### config.mk
export PLATFORM = sky130hd
export DESIGN_NAME = uart_word_rx
export DESIGN_NICKNAME = d
export VERILOG_FILES = /design/src/rtl/uart_pkg.sv /design/src/rtl/uart_rx_byte.sv /design/src/rtl/uart_word_rx.sv
export SDC_FILE = /design/constraint.sdc
export NUM_CORES = 1
export LEC_CHECK = 0
export ABC_AREA = 0
export ABC_CLOCK_PERIOD_IN_PS = 4100
export BUFFER_PORTS_ARGS = -buffer_cell sky130_fd_sc_hd__buf_2
export CAP_MARGIN = 20
export CELL_PAD_IN_SITES_DETAIL_PLACEMENT = 1
export CELL_PAD_IN_SITES_GLOBAL_PLACEMENT = 1
export CORE_ASPECT_RATIO = 1.25
export CORE_MARGIN = 1
export CORE_UTILIZATION = 40
export DETAILED_ROUTE_END_ITERATION = 12
export PLACE_DENSITY = 0.76
export SLEW_MARGIN = 30
export SYNTH_ARGS = -nofsm -noshare
export SYNTH_HDL_FRONTEND = slang
export SYNTH_SLANG_ARGS = --single-unit
### constraint.sdc
create_clock -name clk -period 4.1 [get_ports clk]
set_clock_uncertainty 0.1 [all_clocks]
set_input_delay 0.41 -clock clk [delete_from_list [all_inputs] [get_ports clk]]
set_output_delay 0.41 -clock clk [all_outputs]
set_load 0.05 [all_outputs]
### src/rtl/uart_pkg.sv
// Shared definitions for the UART word receiver: bit-FSM encoding and
// framing constants.
package uart_pkg;

  typedef enum logic [1:0] {
    ST_IDLE,
    ST_START,
    ST_DATA,
    ST_STOP
  } rx_state_e;

  localparam int unsigned DEFAULT_BPS_DIV = 216;
  localparam int unsigned FRAME_BITS      = 8;

endpackage

### src/rtl/uart_rx_byte.sv
// Bit-level 8N1 receiver: 2-flop synchronizer, start-bit glitch filter,
// mid-bit sampling of data and stop bits.
module uart_rx_byte
  import uart_pkg::*;
#(
  parameter int unsigned BPS_DIV = DEFAULT_BPS_DIV
) (
  input  logic       clk,
  input  logic       rst,
  input  logic       rxd,
  output logic       byte_valid,
  output logic [7:0] byte_out,
  output logic       frame_err,
  output logic       busy
);

  localparam logic [15:0] HALF_TICK = 16'(BPS_DIV / 2 - 1);
  localparam logic [15:0] FULL_TICK = 16'(BPS_DIV - 1);
  localparam logic [2:0]  LAST_BIT  = 3'(FRAME_BITS - 1);

  rx_state_e   state_q, state_d;
  logic [15:0] timer_q;
  logic [2:0]  bit_idx_q;
  logic [7:0]  shift_q;
  logic        rxd_meta, rxd_sync, rxd_prev;
  logic        tick;

  // NOTE: sequential state uses non-blocking assignments so every flop
  // samples pre-edge values; blocking here would collapse the sync chain.
  always_ff @(posedge clk or negedge rst) begin
    if (!rst) begin
      rxd_meta <= 1'b1;
      rxd_sync <= 1'b1;
      rxd_prev <= 1'b1;
    end else begin
      rxd_meta <= rxd;
      rxd_sync <= rxd_meta;
      rxd_prev <= rxd_sync;
    end
  end

  // NOTE: every always_comb output gets a default first so no path can
  // leave it unassigned and infer a latch.
  always_comb begin
    state_d = state_q;
    tick    = 1'b0;
    unique case (state_q)
      ST_IDLE: begin
        if (rxd_prev && !rxd_sync) state_d = ST_START;
      end
      ST_START: begin
        tick = (timer_q == HALF_TICK);
        if (tick) state_d = rxd_sync ? ST_IDLE : ST_DATA;
      end
      ST_DATA: begin
        tick = (timer_q == FULL_TICK);
        if (tick && bit_idx_q == LAST_BIT) state_d = ST_STOP;
      end
      ST_STOP: begin
        tick = (timer_q == FULL_TICK);
        // Leaving at mid-stop lets a back-to-back start edge be seen.
        if (tick) state_d = ST_IDLE;
      end
      default: state_d = ST_IDLE;
    endcase
  end

  always_ff @(posedge clk or negedge rst) begin
    if (!rst) begin
      state_q    <= ST_IDLE;
      timer_q    <= '0;
      bit_idx_q  <= '0;
      shift_q    <= '0;
      byte_valid <= 1'b0;
      byte_out   <= '0;
      frame_err  <= 1'b0;
    end else begin
      state_q    <= state_d;
      byte_valid <= 1'b0;
      frame_err  <= 1'b0;
      timer_q    <= (state_q == ST_IDLE || tick) ? '0 : timer_q + 16'd1;
      if (state_q == ST_IDLE) bit_idx_q <= '0;
      if (state_q == ST_DATA && tick) begin
        shift_q   <= {rxd_sync, shift_q[7:1]};
        bit_idx_q <= bit_idx_q + 3'd1;
      end
      if (state_q == ST_STOP && tick) begin
        if (rxd_sync) begin
          byte_valid <= 1'b1;
          byte_out   <= shift_q;
        end else begin
          frame_err  <= 1'b1;
        end
      end
    end
  end

  assign busy = (state_q != ST_IDLE);

endmodule

### src/rtl/uart_word_rx.sv
// UART receiver that packs four bytes MSB-first into a 32-bit FIFO word.
// Define UART_RX_TIMEOUT_EN to discard partial words after a long idle line.
module uart_word_rx
  import uart_pkg::*;
#(
  parameter int unsigned BPS_DIV      = DEFAULT_BPS_DIV,
  parameter int unsigned TIMEOUT_BITS = 40
) (
  input  logic        clk,
  input  logic        rst,
  input  logic        rxd,
  input  logic        full,
  output logic        wr_en,
  output logic [31:0] data_out,
  output logic        byte_valid,
  output logic [7:0]  byte_out,
  output logic        frame_err,
  output logic        overflow,
  output logic        rx_busy
);

  logic [1:0]  byte_cnt;
  logic [31:0] word_buf;
  logic        timeout_hit;

  uart_rx_byte #(.BPS_DIV(BPS_DIV)) u_rx_byte (
    .clk        (clk),
    .rst        (rst),
    .rxd        (rxd),
    .byte_valid (byte_valid),
    .byte_out   (byte_out),
    .frame_err  (frame_err),
    .busy       (rx_busy)
  );

`ifdef UART_RX_TIMEOUT_EN
  localparam logic [31:0] TIMEOUT_LAST = 32'(TIMEOUT_BITS * BPS_DIV - 1);
  logic [31:0] idle_cnt;

  always_ff @(posedge clk or negedge rst) begin
    if (!rst) begin
      idle_cnt <= '0;
    end else if (rx_busy || byte_valid || byte_cnt == 2'd0) begin
      idle_cnt <= '0;
    end else if (!timeout_hit) begin
      idle_cnt <= idle_cnt + 32'd1;
    end
  end

  assign timeout_hit = (idle_cnt == TIMEOUT_LAST);
`else
  assign timeout_hit = 1'b0;
`endif

  always_ff @(posedge clk or negedge rst) begin
    if (!rst) begin
      byte_cnt <= '0;
      word_buf <= '0;
      data_out <= '0;
      wr_en    <= 1'b0;
      overflow <= 1'b0;
    end else begin
      wr_en    <= 1'b0;
      overflow <= 1'b0;
      if (byte_valid) begin
        byte_cnt <= byte_cnt + 2'd1;
        unique case (byte_cnt)
          2'd0: word_buf[31:24] <= byte_out;
          2'd1: word_buf[23:16] <= byte_out;
          2'd2: word_buf[15:8]  <= byte_out;
          2'd3: begin
            // Fourth byte completes the word: commit or drop it now.
            if (full) begin
              overflow <= 1'b1;
            end else begin
              wr_en    <= 1'b1;
              data_out <= {word_buf[31:8], byte_out};
            end
          end
          default: ;
        endcase
      end else if (timeout_hit) begin
        byte_cnt <= '0;
      end
    end
  end

endmodule
==> results.toml, run 1 <==
[place]
place_congestion = 0.715
io_buffer_count = 48
dp_hpwl_mm = 5.77

[worst_setup_path]
slowest_delay_ns = 0.52
start_kind = "flip-flop"
slowest_stage = "nand2b_1"
worstPathCellList = "ha_1, and4bb_2, nand4_2, nand2b_1, mux2_4"
r2r_start = "u_rx_byte.timer_q[0]"
cp.required_ns = 4.22
rrSetupSlack_ns = 1.69
crit_path_end_kind = "flip-flop"
critical-path-top-delay-family = "simple AND/OR/NAND/NOR gates"
crit_fanout = 12
arrival_ns = 2.53
crit_start = "u_rx_byte.timer_q[0]"
cp_num_buf_inv = 0
critical_path_class = "flip-flop to flip-flop"

[cts]
clockBufferDepth = 2
root_buffer = "clkbuf_16"
cts.sinks = 102
cts_tree = "built"
ctsHtreeMaxLevel = 3
cts_hold_buf = 0
postCtsSetupBuffers = 0
clk_pin_slew_ns = 0.07
insertion_delay_ns = 0.34
cts_buffers = 9
post_cts_resized = 0

[timing]
max_slew_margin_pct = 53.1
rsz0062_at_grt = "false"
setup_viol = 0
tns_ns = 0
max_freq_mhz = 414
fin_crit_sh_pct = 58.9
min_period_ns = 2.41
tightest_slew_ns = 0.703
hold_ws_ns = -0.0229
slew_viol_final = 0
finalHoldViolations = 7

[logic_synthesis]
syn_nets = 373
synthCells = 362
yosysSeqAreaShare_pct = 60.2
ys.flop_type = "dfrtp_1"
synth-edff-count = 0
async_reset_ff_share_pct = 100
ys_warn_count = 0
synth_cell_types = 40
postSynthAreaPerCell_um2 = 11.7
synth.cell_area_mm2 = 0.00424
ys_ff_latch = 102

[final_layout]
final_common_cell = "nand2_1"
fin_nets = 420
area.growth.synth_to_final_pct = 14.5
ff_latch_area_mm2 = 0.00256
drive_above_1_share_pct = 28.0
num-fill-cells = 1103
final_cell_mix = "nand2_1 (110), dfrtp_1 (99), buf_2 (47), mux2_2 (24), mux2_4 (16)"
antenna_cells = 0
multiInputGateArea_mm2 = 0.00159

[routing]
detail-route-antenna-nets = 0
drc = 0
dr.pass1.iters = 4
drt_iter0_markers = 112
drt-total-wl_mm = 8.38
via_count = 2713
routedWlPerCell_um = 15.4
viasPerCell = 5.00

[die]
coreArea_mm2 = 0.0102
pin_count = 49
dieArea_mm2 = 0.0110
initial_core_util_pct = 41.6
floorplan.rows = 41
fp.dieW_um = 94.1
die_y_um = 117

[grt]
grt_max_degree = 79
grt_pass1_wl_mm = 14.1
track_usage_pct = 17.0
grt_pass1_vias = 2754
grt-ovfl-total = 0
antenna_found_initial = 0

[worst_hold_path]
hp-class = "input port to asynchronous set/reset pin"

[status]
status = "finished with violations"
violations = "negative hold slack"

[power]
power_density_mw_per_mm2 = 402
vdd_drop_max_mv = 0.223
power_leakage_nw = 2.63

[run]
cap_violations = 0
==> worst register-to-register path: stages (launching register included) <==
cell and delay [ns]:
dfrtp_1 0.39, ha_1 0.26, and4bb_2 0.27, nand4_2 0.36
nand2b_1 0.53, mux2_4 0.40
==> power breakdown <==
group	leakage [nW]	internal (mW)	total, mW	switching (mW)
Clock	0.123	0.416	0.781	0.365
Combinational	1.10	0.0382	0.103	0.0647
Sequential	1.41	1.03	1.07	0.0382
Total	2.63	1.49	1.95	0.468
==> area by class of cell <==
| type | count | share of cell area [%] |
|---|---|---|
| multi-input cells | 240 | 32.7 |
| repair buffers | 50 | 5.38 |
| inverters | 6 | 0.464 |
| well taps | 129 | 3.32 |
| clock inverters | 4 | 0.670 |
| flip-flops and latches | 102 | 52.6 |
| clock buffers | 12 | 4.87 |
==> Yosys cell counts, drive strengths merged (5+ instances only) <==
master,n,area [um2]
clkbuf,6,22.5
dfrtp,99,2480
nor3,5,25.0
ha,7,87.6
buf,8,55.1
mux2,40,510
xor2,5,43.8
nor4,5,61.3
nor2,16,76.3
nand3,9,45.0
xnor2,9,78.8
nand2,110,413
nand4,7,50.1
inv,6,22.5
==> cells by family after synthesis <==
| kind of cell | share of synthesized area [%] |
|---|---|
| XOR/XNOR | 2.89 |
| buffers and inverters | 2.36 |
| AO/OA/AOI/OAI | 1.59 |
| AND/OR/NAND/NOR | 18.6 |
| flip-flops | 60.2 |
| adder cells (fa/ha/maj) | 2.06 |
| multiplexers | 12.3 |
==> flip-flops by register name, summed over array words and instances (netlist names), named ones only <==
signal,cells
data_out,32
word_buf,24
u_rx_byte.timer_q,16
u_rx_byte.byte_out,8
u_rx_byte.shift_q,8
u_rx_byte.bit_idx_q,3
byte_cnt,2
overflow,1
u_rx_byte.byte_valid,1
u_rx_byte.frame_err,1
u_rx_byte.rxd_meta,1
u_rx_byte.rxd_prev,1
u_rx_byte.rxd_sync,1
u_rx_byte.state_q,1
wr_en,1
==> path summary, 6_finish.rpt <==
check / to / depth (start not counted)
min: data_out[22] / 1
min reg2reg: u_rx_byte.rxd_sync / 0
max: u_rx_byte.shift_q[4] / 5
max reg2reg: u_rx_byte.shift_q[4] / 5
max in group asynchronous: word_buf[19] / 2
min in group clk: u_rx_byte.rxd_meta / 1
==> metrics by stage <==
step	instance area [um2]	setup slack [ns]	power (mW)	std cells	utilization, %
floorplan	4240	2.25	1.16	362	-
global placement	4590	1.81	1.19	527	44.9
detailed placement	4590	1.68	1.20	527	44.9
CTS	4850	1.67	1.98	543	47.6
global route	4860	1.51	2.05	543	47.6
finish	4860	1.69	1.95	543	47.6
==> routing by layer <==
metal  GRT usage (%)  share of wire [%]
met1            20.8                 44
met2            29.6                 51
met3            3.81                3.4
met4            5.54                1.1
met5               0                  0
Note: power is estimated with default switching activity, not from simulation.
==> run 2: changes to the inputs <==
ABC_AREA = 1   (was 0)
ABC_CLOCK_PERIOD_IN_PS = 2100   (was 4100)
PLACE_DENSITY = 0.81   (was 0.76)
clock period = 2.1 ns   (was 4.1 ns; I/O delays follow)
==> results.toml, run 2 <==
[final_layout]
final_area_mm2 = 0.00502
drive_above_1_share_pct = 21.7
final_common_cell = "nand2_1"
num-fill-cells = 1238
top_regs = "data_out (32), word_buf (24), u_rx_byte.timer_q (16)"
final_cell_mix = "nand2_1 (166), dfrtp_1 (99), buf_2 (47), inv_1 (39), o21ai_0 (28)"
area.growth.synth_to_final_pct = 16.4
regMostFlops = "data_out"
final_cells = 653
antenna_cells = 0
largest_reg_flops = 32
utilization_pct = 47.5
fin_nets = 527

[timing]
rsz0062_at_grt = "false"
setup_viol = 0
min_period_ns = 1.81
tightest_slew_ns = 0.643
layout_setup_ws_ns = 0.286
hold_ws_ns = 0.00913
slew_viol_final = 0
tns_ns = 0
max_freq_mhz = 551
finalHoldViolations = 0
fin_crit_sh_pct = 86.4
max_slew_margin_pct = 57.1

[grt]
grt_pass1_wl_mm = 16.9
grt_max_degree = 47
grt_pass1_vias = 3432
antenna_found_initial = 0
track_usage_pct = 19.8
grt-ovfl-total = 0

[cts]
clk_pin_slew_ns = 0.07
cts_tree = "built"
ctsHtreeMaxLevel = 3
root_buffer = "clkbuf_16"
clockBufferDepth = 2
cts_buffers = 9
cts.sinks = 102
insertion_delay_ns = 0.35

[die]
initial_core_util_pct = 40.8
coreArea_mm2 = 0.0106
dieArea_mm2 = 0.0112
pin_count = 49
fp.dieW_um = 94.9
floorplan.rows = 42
die_y_um = 118

[routing]
via_count = 3197
drc = 0
drt-total-wl_mm = 10.1
routedWlPerCell_um = 15.4
detail-route-antenna-nets = 0
viasPerCell = 4.90
dr.pass1.iters = 4
drt_iter0_markers = 102

[logic_synthesis]
yosysSeqAreaShare_pct = 59.3
async_reset_ff_share_pct = 100
yosysTopAreaCell = "dfrtp_1"
synth.area.top_cells = "dfrtp_1 (57%), nand2_1 (14%), inv_1 (3.4%)"
postSynthAreaPerCell_um2 = 9.29
synth.cell_area_mm2 = 0.00431
syn_nets = 475
synth.most_common_cell = "nand2_1"
synth_top_family_by_area = "simple AND/OR/NAND/NOR gates"
ys_warn_count = 0
synthMuxAreaShare_pct = 0
synth_fa_ha_area_share_pct = 2.03
synth_cell_types = 30
ys_ff_latch = 102
synth_top_area_share_pct = 57.5
synth-edff-count = 0
ys_top_cells_by_count = "nand2_1 (166), dfrtp_1 (99), inv_1 (39), o21ai_0 (28), nor2_1 (26)"
synth_compound_area_share_pct = 8.77
ys.flop_type = "dfrtp_1"
synthCells = 464
synth-simple-area-share_pct = 23.1
synth_xor_area_share_pct = 0.813

[place]
io_buffer_count = 48
place_congestion = 0.752
dp_hpwl_mm = 6.84
dp.cells = 635
dpl_cell_area_mm2 = 0.00469
dp_slack_ns = 0.328

[status]
status = "complete, no violations"

[worst_setup_path]
ff2ff_path_depth = 10
crit_path_end_kind = "flip-flop"
start_kind = "flip-flop"
crit_fanout = 10
cp.required_ns = 2.26
rrSetupSlack_ns = 0.29
arrival_ns = 1.98
critical_path_class = "flip-flop to flip-flop"

[power]
vdd_drop_max_mv = 0.449
power_leakage_nw = 2.58
power_density_mw_per_mm2 = 861
total_power_mw = 4.32

[worst_hold_path]
hp-class = "input port to flip-flop"
holdPathStages = 3

[run]
cap_violations = 0
-- run 2: cell count changes after synthesis, moves of 6 or more --
cell	change
o21ai_2	+16
o21ai_1	+10
xnor2_1	-9
mux2_2	-24
mux2_4	-16
inv_2	+6
inv_1	+33
nand2_2	+7
nand2_1	+56
o21ai_0	+26
nor2_1	+11
-- run 2: logic make-up after synthesis --
logic type | Yosys count
simple gates | 229
compound gates | 62
buf+inv | 60
fa+ha+maj | 7
flops | 102
xor+xnor | 4
-- run 2: what timing repair did --
| item | 4_1_cts | 5_1_grt |
|---|---|---|
| hold buffers | 2 | 0 |
| setup buffers | 0 | 0 |
| endpoints found under the hold margin | 77 | 0 |
| gates resized for setup | 0 | 0 |
-- run 2: final cells by class --
class / instances / area [um2] / area share (%)
inverters: 47 / 184 / 3.66
flip-flops and latches: 102 / 2560 / 50.9
repair buffers: 54 / 305 / 6.08
multi-input cells: 302 / 1500 / 29.8
clock buffers: 10 / 239 / 4.76
clock inverters: 6 / 73.8 / 1.47
well taps: 132 / 165 / 3.29
-- run 2: worst max-delay path, stage by stage, from the launching register on --
cell	delay, ns
dfrtp_1	0.41
ha_1	0.26
nand2_1	0.10
inv_2	0.05
nand2_1	0.10
nor2_4	0.05
nand2_4	0.10
nand2_1	0.09
nand2_2	0.22
inv_4	0.09
nor3_2	0.16
-- run 2: worst paths after layout --
path	startpoint	endpoint
min in group asynchronous	rst	data_out[12]
max	u_rx_byte.timer_q[0]	u_rx_byte.timer_q[8]
max in group asynchronous	rst	u_rx_byte.timer_q[8]
max reg2reg	u_rx_byte.timer_q[0]	u_rx_byte.timer_q[8]
min reg2reg	u_rx_byte.rxd_meta	u_rx_byte.rxd_sync
min	full	overflow
-- run 2: power by group --
group	switching (mW)	internal [mW]	total [mW]
clock	0.769	0.974	1.74
combinational	0.367	0.131	0.497
sequential	0.0584	2.02	2.08
total	1.19	3.13	4.32
-- run 2: metal layers --
layer  track usage [%]  wire length, um  vias to the layer above
met5                 0                0                        -
li1                  -                -                     1555
met4              9.19              255                        0
met1              22.6             4020                     1576
met3              2.39              286                       17
met2              35.8             5500                       49
==> run 3: changes to the inputs <==
GPL_ROUTABILITY_DRIVEN = 0   (was unset)
PLACE_DENSITY = 0.8   (was 0.81)
SYNTH_HIERARCHICAL = 1   (was unset)
==> results.toml, run 3 <==
[worst_setup_path]
r2r_start = "u_rx_byte/timer_q[0]"
arrival_ns = 2.02
start_kind = "flip-flop"
cp.required_ns = 2.25
critical_path_class = "flip-flop to flip-flop"
rrSetupSlack_ns = 0.23
crit_fanout = 13
ff2ff_path_depth = 10
r2r-end = "u_rx_byte/timer_q[4]"
crit_path_end_kind = "flip-flop"

[die]
pin_count = 49
coreArea_mm2 = 0.0107
die_y_um = 120
initial_core_util_pct = 41.4
floorplan.rows = 42
fp.dieW_um = 96.2
dieArea_mm2 = 0.0115

[logic_synthesis]
yosysSeqAreaShare_pct = 57.6
yosysTopAreaCell = "dfrtp_1"
synth_top_area_share_pct = 55.8
ys_ff_latch = 102
ys_top_cells_by_count = "nand2_1 (132), dfrtp_1 (99), inv_1 (41), nand4_1 (34), o21ai_0 (27)"
async_reset_ff_share_pct = 100
synth.most_common_cell = "nand2_1"
postSynthAreaPerCell_um2 = 9.57
ys.flop_type = "dfrtp_1"
synth_cell_types = 28
synth.cell_area_mm2 = 0.00444
syn_nets = 475
ys_warn_count = 6
synth-edff-count = 0
synth.area.top_cells = "dfrtp_1 (56%), nand2_1 (11%), nand4_1 (4.8%)"
synthCells = 464

[routing]
detail-route-antenna-nets = 0
drc = 0
viasPerCell = 4.99
via_count = 3231
routedWlPerCell_um = 15.2
drt-total-wl_mm = 9.88
dr.pass1.iters = 4
drt_iter0_markers = 90

[timing]
tns_ns = 0
hold_ws_ns = 0.155
slew_viol_final = 0
max_slew_margin_pct = 62.8
setup_viol = 0
rsz0062_at_grt = "false"
finalHoldViolations = 0
tightest_slew_ns = 0.558
fin_crit_sh_pct = 89.0
layout_setup_ws_ns = 0.231
max_freq_mhz = 535
min_period_ns = 1.87

[grt]
antenna_found_initial = 0
grt_pass1_wl_mm = 16.8
grt_max_degree = 45
grt-ovfl-total = 0
track_usage_pct = 19.0
grt_pass1_vias = 3475

[final_layout]
ff_latch_area_mm2 = 0.00256
num-fill-cells = 1271
top_regs = "data_out (32), word_buf (24), u_rx_byte/timer_q (16)"
fin_nets = 522
final_cell_mix = "nand2_1 (132), dfrtp_1 (99), buf_2 (47), inv_1 (41), nand4_1 (34)"
drive_above_1_share_pct = 23.4
regMostFlops = "data_out"
area.growth.synth_to_final_pct = 13.9
antenna_cells = 0
multiInputGateArea_mm2 = 0.00152
largest_reg_flops = 32
final_common_cell = "nand2_1"

[power]
total_power_mw = 4.07
vdd_drop_max_mv = 0.485
power_leakage_nw = 2.60
power_density_mw_per_mm2 = 805

[cts]
clk_pin_slew_ns = 0.07
cts.sinks = 102
cts_buffers = 9
clockBufferDepth = 2
root_buffer = "clkbuf_16"
postCtsSetupBuffers = 0
cts_tree = "built"
ctsHtreeMaxLevel = 3
insertion_delay_ns = 0.35

[worst_hold_path]
holdPathStages = 4
min_from = "full"
holdPathEnd = "data_out[18]"
hp-class = "input port to flip-flop"

[place]
io_buffer_count = 48
dp_hpwl_mm = 7.05
dp_slack_ns = 0.235

[status]
status = "complete, no violations"

[run]
cap_violations = 0
[run 3: where the power goes]
group          total (mW)  switching [mW]  internal, mW
Clock                1.69           0.763         0.929
Combinational       0.351           0.260        0.0909
Sequential           2.03          0.0310          2.00
Total                4.07            1.05          3.02
[run 3: what timing repair did]
action | CTS | global route
hold buffers | 2 | 0
endpoints found under the hold margin | 33 | 0
gates resized for setup | 0 | 0
[run 3: metal layers]
metal / global-route usage [%] / share of wire, % / vias up
met2: 33.3 / 53 / 47
met5: 0 / 0 / -
met4: 7.56 / 1.7 / 0
met3: 2.53 / 2.3 / 12
met1: 23.2 / 43 / 1579
li1: - / - / 1593
[run 3: through the flow]
| step | util (%) | cells | cell area (um2) |
|---|---|---|---|
| after floorplan | - | 464 | 4440 |
| after global placement | 44.2 | 630 | 4740 |
| after detailed placement | 44.2 | 630 | 4740 |
| after CTS | 47.2 | 648 | 5060 |
| after global routing | 47.2 | 648 | 5060 |
| final | 47.2 | 648 | 5060 |
[run 3: cells by family after synthesis]
group / count (synthesis) / synth area share [%]
AO/OA/AOI/OAI: 63 / 8.82
XOR/XNOR: 2 / 0.395
adder cells (fa/ha/maj): 7 / 1.97
buffers and inverters: 70 / 8.11
flip-flops: 102 / 57.6
AND/OR/NAND/NOR: 220 / 23.1
[run 3: cell type report]
class	count	area share (%)
Multi-Input combinational cell	292	30.1
Sequential cell	102	50.5
Clock inverter	7	1.46
Tap cell	132	3.27
Timing Repair Buffer	57	6.48
Clock buffer	9	4.45
Inverter	49	3.66
[run 3: critical path, stage by stage, from the launching register on]
cell      delay, ns
dfrtp_1        0.40
ha_1           0.25
nand2_2        0.11
clkinv_1       0.09
nand2_1        0.08
nor2_2         0.04
nand2_2        0.08
nand2_2        0.07
nand2_2        0.22
inv_2          0.11
nor3b_1        0.22
[run 3: worst max-delay path by stage]
stage / to / depth (start not counted) / slack [ns] / from
floorplan: u_rx_byte/byte_out[6] / 11 / 0.52 / u_rx_byte/timer_q[0]
global placement: u_rx_byte/timer_q[4] / 10 / 0.36 / u_rx_byte/timer_q[0]
detailed placement: u_rx_byte/timer_q[4] / 10 / 0.23 / u_rx_byte/timer_q[0]
CTS: u_rx_byte/timer_q[4] / 10 / 0.21 / u_rx_byte/timer_q[0]
global route: u_rx_byte/timer_q[4] / 10 / 0.09 / u_rx_byte/timer_q[0]
finish: u_rx_byte/timer_q[4] / 10 / 0.23 / u_rx_byte/timer_q[0]
